## src/rtl/return_arbiter.sv

```systemverilog
// ============================================================================
// return_arbiter : round-robin selector of slave return FIFOs for one master
//                  return channel; optional burst lock via RETURN_ARB_BURST_LOCK_EN
// Revision       : 1.0
// ============================================================================
`default_nettype none

module return_arbiter #(
  parameter int masters            = 2,
  parameter int slaves             = 2,
  parameter int i_am_master_number = 0
) (
  input  logic                       ACLK,
  input  logic                       ARESET,
  input  logic                       slave_fifo_empty         [0:slaves-1],
  input  logic [$clog2(masters)-1:0] slave_return_dest_master [0:slaves-1],
  input  logic                       slave_front_last         [0:slaves-1],
  input  logic                       master_fifo_full,
  output logic [$clog2(slaves)-1:0]  grant_slave_number,
  output logic                       push_to_fifo,
  output logic                       grant_valid
);

  localparam int c_mw = $clog2(masters);
  localparam int c_sw = $clog2(slaves);
  localparam logic [c_mw-1:0] c_my_master  = c_mw'(i_am_master_number);
  localparam logic [c_sw-1:0] c_last_slave = c_sw'(slaves - 1);
  localparam logic [c_sw:0]   c_slaves_ext = (c_sw + 1)'(slaves);

  typedef enum logic [0:0] {
    IDLE = 1'b0,
    LOCK = 1'b1
  } state_t;

  state_t            r_state;
  logic [c_sw-1:0]   r_grant;
  logic [c_sw-1:0]   r_rr_ptr;

  logic [slaves-1:0] w_req;
  logic              w_any;
  logic [c_sw-1:0]   w_winner;
  logic [c_sw:0]     w_sum;
  logic [c_sw-1:0]   w_idx;
  logic              w_push;
  logic              w_last;
  logic [c_sw-1:0]   w_next_ptr;

  for (genvar s = 0; s < slaves; s++) begin : g_req
    assign w_req[s] = ~slave_fifo_empty[s] &
                      (slave_return_dest_master[s] == c_my_master);
  end

  // Scan upward from rr_ptr; the sum is one bit wider so the modulo wrap
  // also works when slaves is not a power of two.
  always_comb begin
    w_any    = 1'b0;
    w_winner = r_grant;
    w_sum    = '0;
    w_idx    = '0;
    for (int k = 0; k < slaves; k++) begin
      w_sum = {1'b0, r_rr_ptr} + (c_sw + 1)'(k);
      if (w_sum >= c_slaves_ext) begin
        w_sum = w_sum - c_slaves_ext;
      end
      w_idx = w_sum[c_sw-1:0];
      if (!w_any && w_req[w_idx]) begin
        w_any    = 1'b1;
        w_winner = w_idx;
      end
    end
  end

`ifdef RETURN_ARB_BURST_LOCK_EN
  assign w_last = slave_front_last[r_grant];
`else
  logic w_unused_last;
  assign w_unused_last = slave_front_last[r_grant];
  assign w_last        = 1'b1;
`endif

  assign w_push     = (r_state == LOCK) & w_req[r_grant] & ~master_fifo_full;
  assign w_next_ptr = (r_grant == c_last_slave) ? '0 : r_grant + 1'b1;

  always_ff @(posedge ACLK) begin
    if (ARESET) begin
      r_state  <= IDLE;
      r_grant  <= '0;
      r_rr_ptr <= '0;
    end else begin
      case (r_state)
        IDLE: begin
          if (w_any) begin
            r_grant <= w_winner;
            r_state <= LOCK;
          end
        end
        LOCK: begin
          // An empty or backpressured grant holds here; no mid-burst re-arbitration.
          if (w_push && w_last) begin
            r_state  <= IDLE;
            r_rr_ptr <= w_next_ptr;
          end
        end
        default: r_state <= IDLE;
      endcase
    end
  end

  assign grant_slave_number = r_grant;
  assign push_to_fifo       = w_push;
  assign grant_valid        = (r_state == LOCK);

endmodule

`default_nettype wire

```

## config.mk

```make
export PLATFORM = sky130hd
export DESIGN_NAME = return_arbiter
export DESIGN_NICKNAME = d
export VERILOG_FILES = /design/src/rtl/return_arbiter.sv
export SDC_FILE = /design/constraint.sdc
export NUM_CORES = 1
export LEC_CHECK = 0
export CORE_AREA = 2 2 39 41
export DETAILED_ROUTE_END_ITERATION = 12
export DIE_AREA = 0 0 41 43
export PLACE_DENSITY_LB_ADDON = 0.05
export SLEW_MARGIN = 10
export SYNTH_ARGS = -nofsm -noshare
export SYNTH_HDL_FRONTEND = slang
export SYNTH_SLANG_ARGS = --single-unit
```

## constraint.sdc

```tcl
create_clock -name ACLK -period 1.2 [get_ports ACLK]
set_input_delay 0.24 -clock ACLK [delete_from_list [all_inputs] [get_ports ACLK]]
set_output_delay 0.24 -clock ACLK [all_outputs]
set_load 0.01 [all_outputs]
```

==> results of run 1 <==
==> logic make-up (layout without fill, tap and decap cells) <==
family                 Yosys count  after routing
DFF                              3              3
AOI/OAI and AO/OA                7              7
buffers and inverters            0             22
and+or+nand+nor                  8              8
==> repair_timing <==
item | in CTS | in global routing
gates resized for setup | 17 | 6
pin swaps | 2 | 2
buffers inserted | 2 | 0
setup endpoints to repair | 5 | 4
hold buffers | 0 | 0
gates cloned | 0 | 0
==> worst max-delay path, cell delays in order (launching register included) <==
cell and delay [ns]:
dfxtp_2 0.33, or3b_4 0.37, a21oi_2 0.14, buf_2 0.15
==> layer usage <==
metal  up-vias  share of wire (%)  global-route usage, %
met4         0                  0                   8.00
li1        117                  -                      -
met5         -                  0                      0
met1        94                 44                   10.6
met2         7                 48                   11.3
met3         0                7.5                   3.14
==> power breakdown <==
group | total, mW | internal, mW | switching [mW]
combinational | 0.0968 | 0.0590 | 0.0377
clock | 0.177 | 0.125 | 0.0520
sequential | 0.120 | 0.111 | 0.00874
==> metrics by stage <==
step                      utilization (%)  power, mW  instance area, um2
final                                27.2      0.393                 377
after detailed placement             23.8      0.210                 329
after global routing                 27.2      0.428                 377
after floorplan                         -      0.144                 159
after global placement               23.8      0.213                 329
after CTS                            25.9      0.394                 359
==> sequential cells by signal, summed over array words and instances (netlist names) <==
signal and count:
grant_slave_number 1, grant_valid 1, r_rr_ptr 1
==> layout by cell type (no fill, tap or decap) <==
cell             n
or4_1            1
o31ai_2          1
dfxtp_2          2
nor3_2           1
nor2_1           1
nor3_1           1
nor4b_1          1
clkdlybuf4s50_1  2
or3_4            1
buf_6            1
a21oi_1          2
o22ai_1          1
dfxtp_1          1
o21bai_1         1
clkbuf_1         1
buf_4            9
nand2b_4         1
buf_2            1
clkbuf_2         1
clkbuf_4         3
or3b_4           1
o31ai_1          1
a21oi_2          1
dlygate4sd2_1    4
==> worst max-delay path by stage <==
stage                         to                         from
floorplan           push_to_fifo           grant_slave_number
detailed placement  push_to_fifo  slave_return_dest_master[0]
finish              push_to_fifo           grant_slave_number
global placement    push_to_fifo          slave_fifo_empty[1]
CTS                 push_to_fifo           grant_slave_number
global route        push_to_fifo           grant_slave_number
==> layout make-up <==
class | instances | area share, %
Timing Repair Buffer | 18 | 38.2
Multi-Input combinational cell | 15 | 32.9
Clock buffer | 4 | 6.98
Tap cell | 16 | 5.32
Sequential cell | 3 | 16.6
==> flow_summary.json, run 1 <==
{
  "status": "finished with violations",
  "violations": "setup timing",
  "drcViolationCount": 0,
  "fin_ws_ns": -0.259,
  "cts_sinks": 3,
  "clockBufferDepth": 2,
  "syn_nets": 27,
  "crit_path_start_kind": "flip-flop",
  "synth.distinct_cells": 13,
  "synth_top_family_by_area": "simple AND/OR/NAND/NOR gates",
  "synth_top_area_cell": "dfxtp_1",
  "drv_cap": 0,
  "cts_made_buffers": 3,
  "grt_setup_unrepaired": "yes",
  "final_nets": 50,
  "reg2reg_depth": 3,
  "cp_data_arrival_time_ns": 1.22,
  "antenna_found_initial": 0,
  "grt_max_degree": 6,
  "synthSimpleGateAreaFrac_pct": 32.3,
  "power.density_nw_per_um2": 1040,
  "wirelength_um": 601,
  "synth_edf_count": 0,
  "syn_area_per_cell_um2": 8.83,
  "core_um2": 1380,
  "hold_viol": 0,
  "synthAdderAreaFrac_pct": 0,
  "dp_hpwl_um": 452,
  "tightest_slew_ns": 0.267,
  "overflow": 0,
  "rows": 14,
  "fin_crit_sh_pct": 122,
  "die_y_um": 43,
  "start_util_pct": 11.5,
  "viasPerCell": 3.89,
  "ys_warn_count": 0,
  "htree_levels": 1,
  "num_antenna_cells": 0,
  "hold_start": "r_rr_ptr",
  "min_path_type": "flip-flop to flip-flop",
  "vdd_drop_max_mv": 0.315,
  "grt_pass1_wl_um": 979,
  "root_buffer": "clkbuf_4",
  "grt_pass1_vias": 232,
  "io-pin-count": 12,
  "portBuffers": 9,
  "synth-main-ff-cell": "dfxtp_1",
  "vias": 218,
  "die_w_um": 41,
  "gp_congestion": 0.657,
  "slew-limit-headroom_pct": 81.9,
  "synth.area.top_cells": "dfxtp_1 (38%), o31ai_1 (9.4%), a21oi_1 (6.3%)",
  "final_cells": 56,
  "p_leak_nw": 0.162,
  "worstHoldEndpoint": "r_rr_ptr",
  "die_area_um2": 1760,
  "globalRouteTotalUtil_pct": 8.73,
  "holdPathStages": 2,
  "rrSetupSlack_ns": 0.07,
  "syn_to_final_growth_pct": 137,
  "fin_setup_tns_ns": -0.259,
  "yosysSeqAreaShare_pct": 37.8,
  "fill_cells": 152,
  "crit_type": "flip-flop to output pin",
  "synthArstFlopShare_pct": 0,
  "dp_cells": 51,
  "crit_fanout": 3,
  "holdWs_ns": 0.505,
  "postSynthCellCount": 18,
  "ant_nets": 0,
  "end_kind": "output pin",
  "regArea_um2": 62.6,
  "cts_tree": "done",
  "drt_iter0_markers": 3,
  "drive_gt1_share_pct": 57.5,
  "max_freq_mhz": 686,
  "synth_common_cells": "dfxtp_1 (3), a21oi_1 (2), nor3_1 (2), o31ai_1 (2)",
  "r2r-start": "grant_valid",
  "place_ws_ns": -0.801,
  "ys_seq_elements": 3,
  "drt_first_pass_iters": 2,
  "synth_area_um2": 159,
  "synth_top_cell_area_share_pct": 37.8,
  "clk_latency_ns": 0.23,
  "multiInputGateArea_um2": 124,
  "synth_compound_area_share_pct": 29.9,
  "period_needed_ns": 1.46,
  "slew_viol_final": 0,
  "synthMostInstantiatedCell": "dfxtp_1",
  "required_ns": 0.96,
  "finalSetupViolCount": 1,
  "synthMuxAreaShare_pct": 0,
  "regToRegEndpoint": "grant_slave_number",
  "skew_ns": 0.00137,
  "wl_per_cell_um": 10.7,
  "clk_pin_slew_ns": 0.04,
  "synth-xor-area-share_pct": 0
}
No activity file was read; power rests on OpenSTA's default activity.
==> run 2, diff against run 1 <==
TNS_END_PERCENT = 30   (was not set)
==> flow_summary.json, run 2 (synthesized netlist as in run 1, its figures left out) <==
{
  "p_leak_nw": 0.159,
  "clockBufferDepth": 2,
  "rows": 14,
  "fin_crit_sh_pct": 121,
  "required_ns": 0.96,
  "gp_congestion": 0.657,
  "final_common_cell": "buf_4",
  "clk_pin_slew_ns": 0.04,
  "grt_setup_unrepaired": "yes",
  "topRoutingLayerUsed": "met3",
  "final_cell_mix": "buf_4 (9), dlygate4sd2_1 (4), clkbuf_4 (3)",
  "crit_path_start_kind": "flip-flop",
  "clk_latency_ns": 0.23,
  "drcViolationCount": 0,
  "grt_max_degree": 6,
  "core_um2": 1380,
  "end_kind": "output pin",
  "vias": 232,
  "placed_area_um2": 329,
  "crit_fanout": 3,
  "cts_tree": "done",
  "dp_hpwl_um": 452,
  "wl_met1_um": 263,
  "tightest_slew_ns": 0.262,
  "viasPerCell": 4.07,
  "slew_viol_final": 0,
  "io-pin-count": 12,
  "period_needed_ns": 1.46,
  "max_freq_mhz": 686,
  "die_y_um": 43,
  "hold_viol": 0,
  "globalRouteTotalUtil_pct": 8.43,
  "drv_cap": 0,
  "root_buffer": "clkbuf_4",
  "finalSetupViolCount": 1,
  "dp_cells": 51,
  "start_util_pct": 11.5,
  "design_area_um2": 373,
  "die_w_um": 41,
  "final_cells": 57,
  "htree_levels": 1,
  "fin_setup_tns_ns": -0.257,
  "grt_pass1_wl_um": 938,
  "fin_ws_ns": -0.257,
  "vdd_drop_max_mv": 0.316,
  "power.density_nw_per_um2": 1040,
  "final_nets": 51,
  "num_antenna_cells": 0,
  "status": "finished with violations",
  "wl_per_cell_um": 10.9,
  "cp_data_arrival_time_ns": 1.22,
  "drive_gt1_share_pct": 53.7,
  "cts_made_buffers": 3,
  "dr_wl_met3_um": 56,
  "crit_slowest_cell": "or3b_4",
  "wirelength_um": 624,
  "crit_type": "flip-flop to output pin",
  "skew_ns": 0.00137,
  "min_path_type": "flip-flop to flip-flop",
  "place_ws_ns": -0.801,
  "holdWs_ns": 0.502,
  "die_area_um2": 1760,
  "syn_to_final_growth_pct": 135,
  "slew-limit-headroom_pct": 82.3,
  "cts_sinks": 3,
  "drt_iter0_markers": 14,
  "antenna_found_initial": 0,
  "overflow": 0,
  "max_stage_delay_ns": 0.37,
  "grt_pass1_vias": 222,
  "crit_chain": "or3b_4, a21oi_2, buf_2",
  "portBuffers": 9,
  "ant_nets": 0,
  "violations": "setup timing",
  "drt_first_pass_iters": 4,
  "met2_length_um": 304
}
run 2: changes by cell type in the layout (fill, tap and decap cells not counted), sizes merged:
cell and change:
clkbuf +1
run 2: worst paths after layout:
check / slack, ns / cells past startpoint / start / to
worst min-delay path: 0.50 / 2 / r_rr_ptr / r_rr_ptr
worst min register to register: 0.50 / 2 / r_rr_ptr / r_rr_ptr
worst max register to register: 0.02 / 5 / grant_slave_number / grant_valid
worst max-delay path: -0.26 / 3 / grant_slave_number / push_to_fifo
run 2: critical path: cells and delay by family (launching register included):
family          cells  cell delay, ns
simple gates        1            0.37
buf+inv             1            0.15
compound gates      1            0.14
flops               1            0.32
run 2: power breakdown:
group | total [mW] | switching [mW] | internal [mW]
clock network | 0.177 | 0.0521 | 0.125
registers | 0.117 | 0.00697 | 0.110
logic | 0.0944 | 0.0380 | 0.0564
total | 0.388 | 0.0971 | 0.291
run 2: layer usage:
metal  GRT usage, %  vias up
met5              0        -
met4           8.00        0
met3           3.14        0
met2           11.3       11
met1           9.62      103
li1               -      118
run 2: layout make-up:
class / count / area, um2
multi-input cells: 15 / 116
fillers: 158 / 1010
repair buffers: 19 / 149
clock buffers: 4 / 26.3
well taps: 16 / 20.0
flip-flops and latches: 3 / 61.3
run 2: per-stage QoR:
| step | total power [mW] | util, % |
|---|---|---|
| 3_3_place_gp | 0.213 | 23.8 |
| 5_1_grt | 0.423 | 26.9 |
| 3_5_place_dp | 0.210 | 23.8 |
| 2_1_floorplan | 0.144 | - |
| 6_report | 0.388 | 26.9 |
| 4_1_cts | 0.394 | 26.6 |
run 2: timing repair:
item,CTS,global route
buffers inserted,1,1
resized for setup,16,4
pin swaps,3,2
cloned,0,0
hold buffers,0,0
endpoints found under the setup margin,5,4
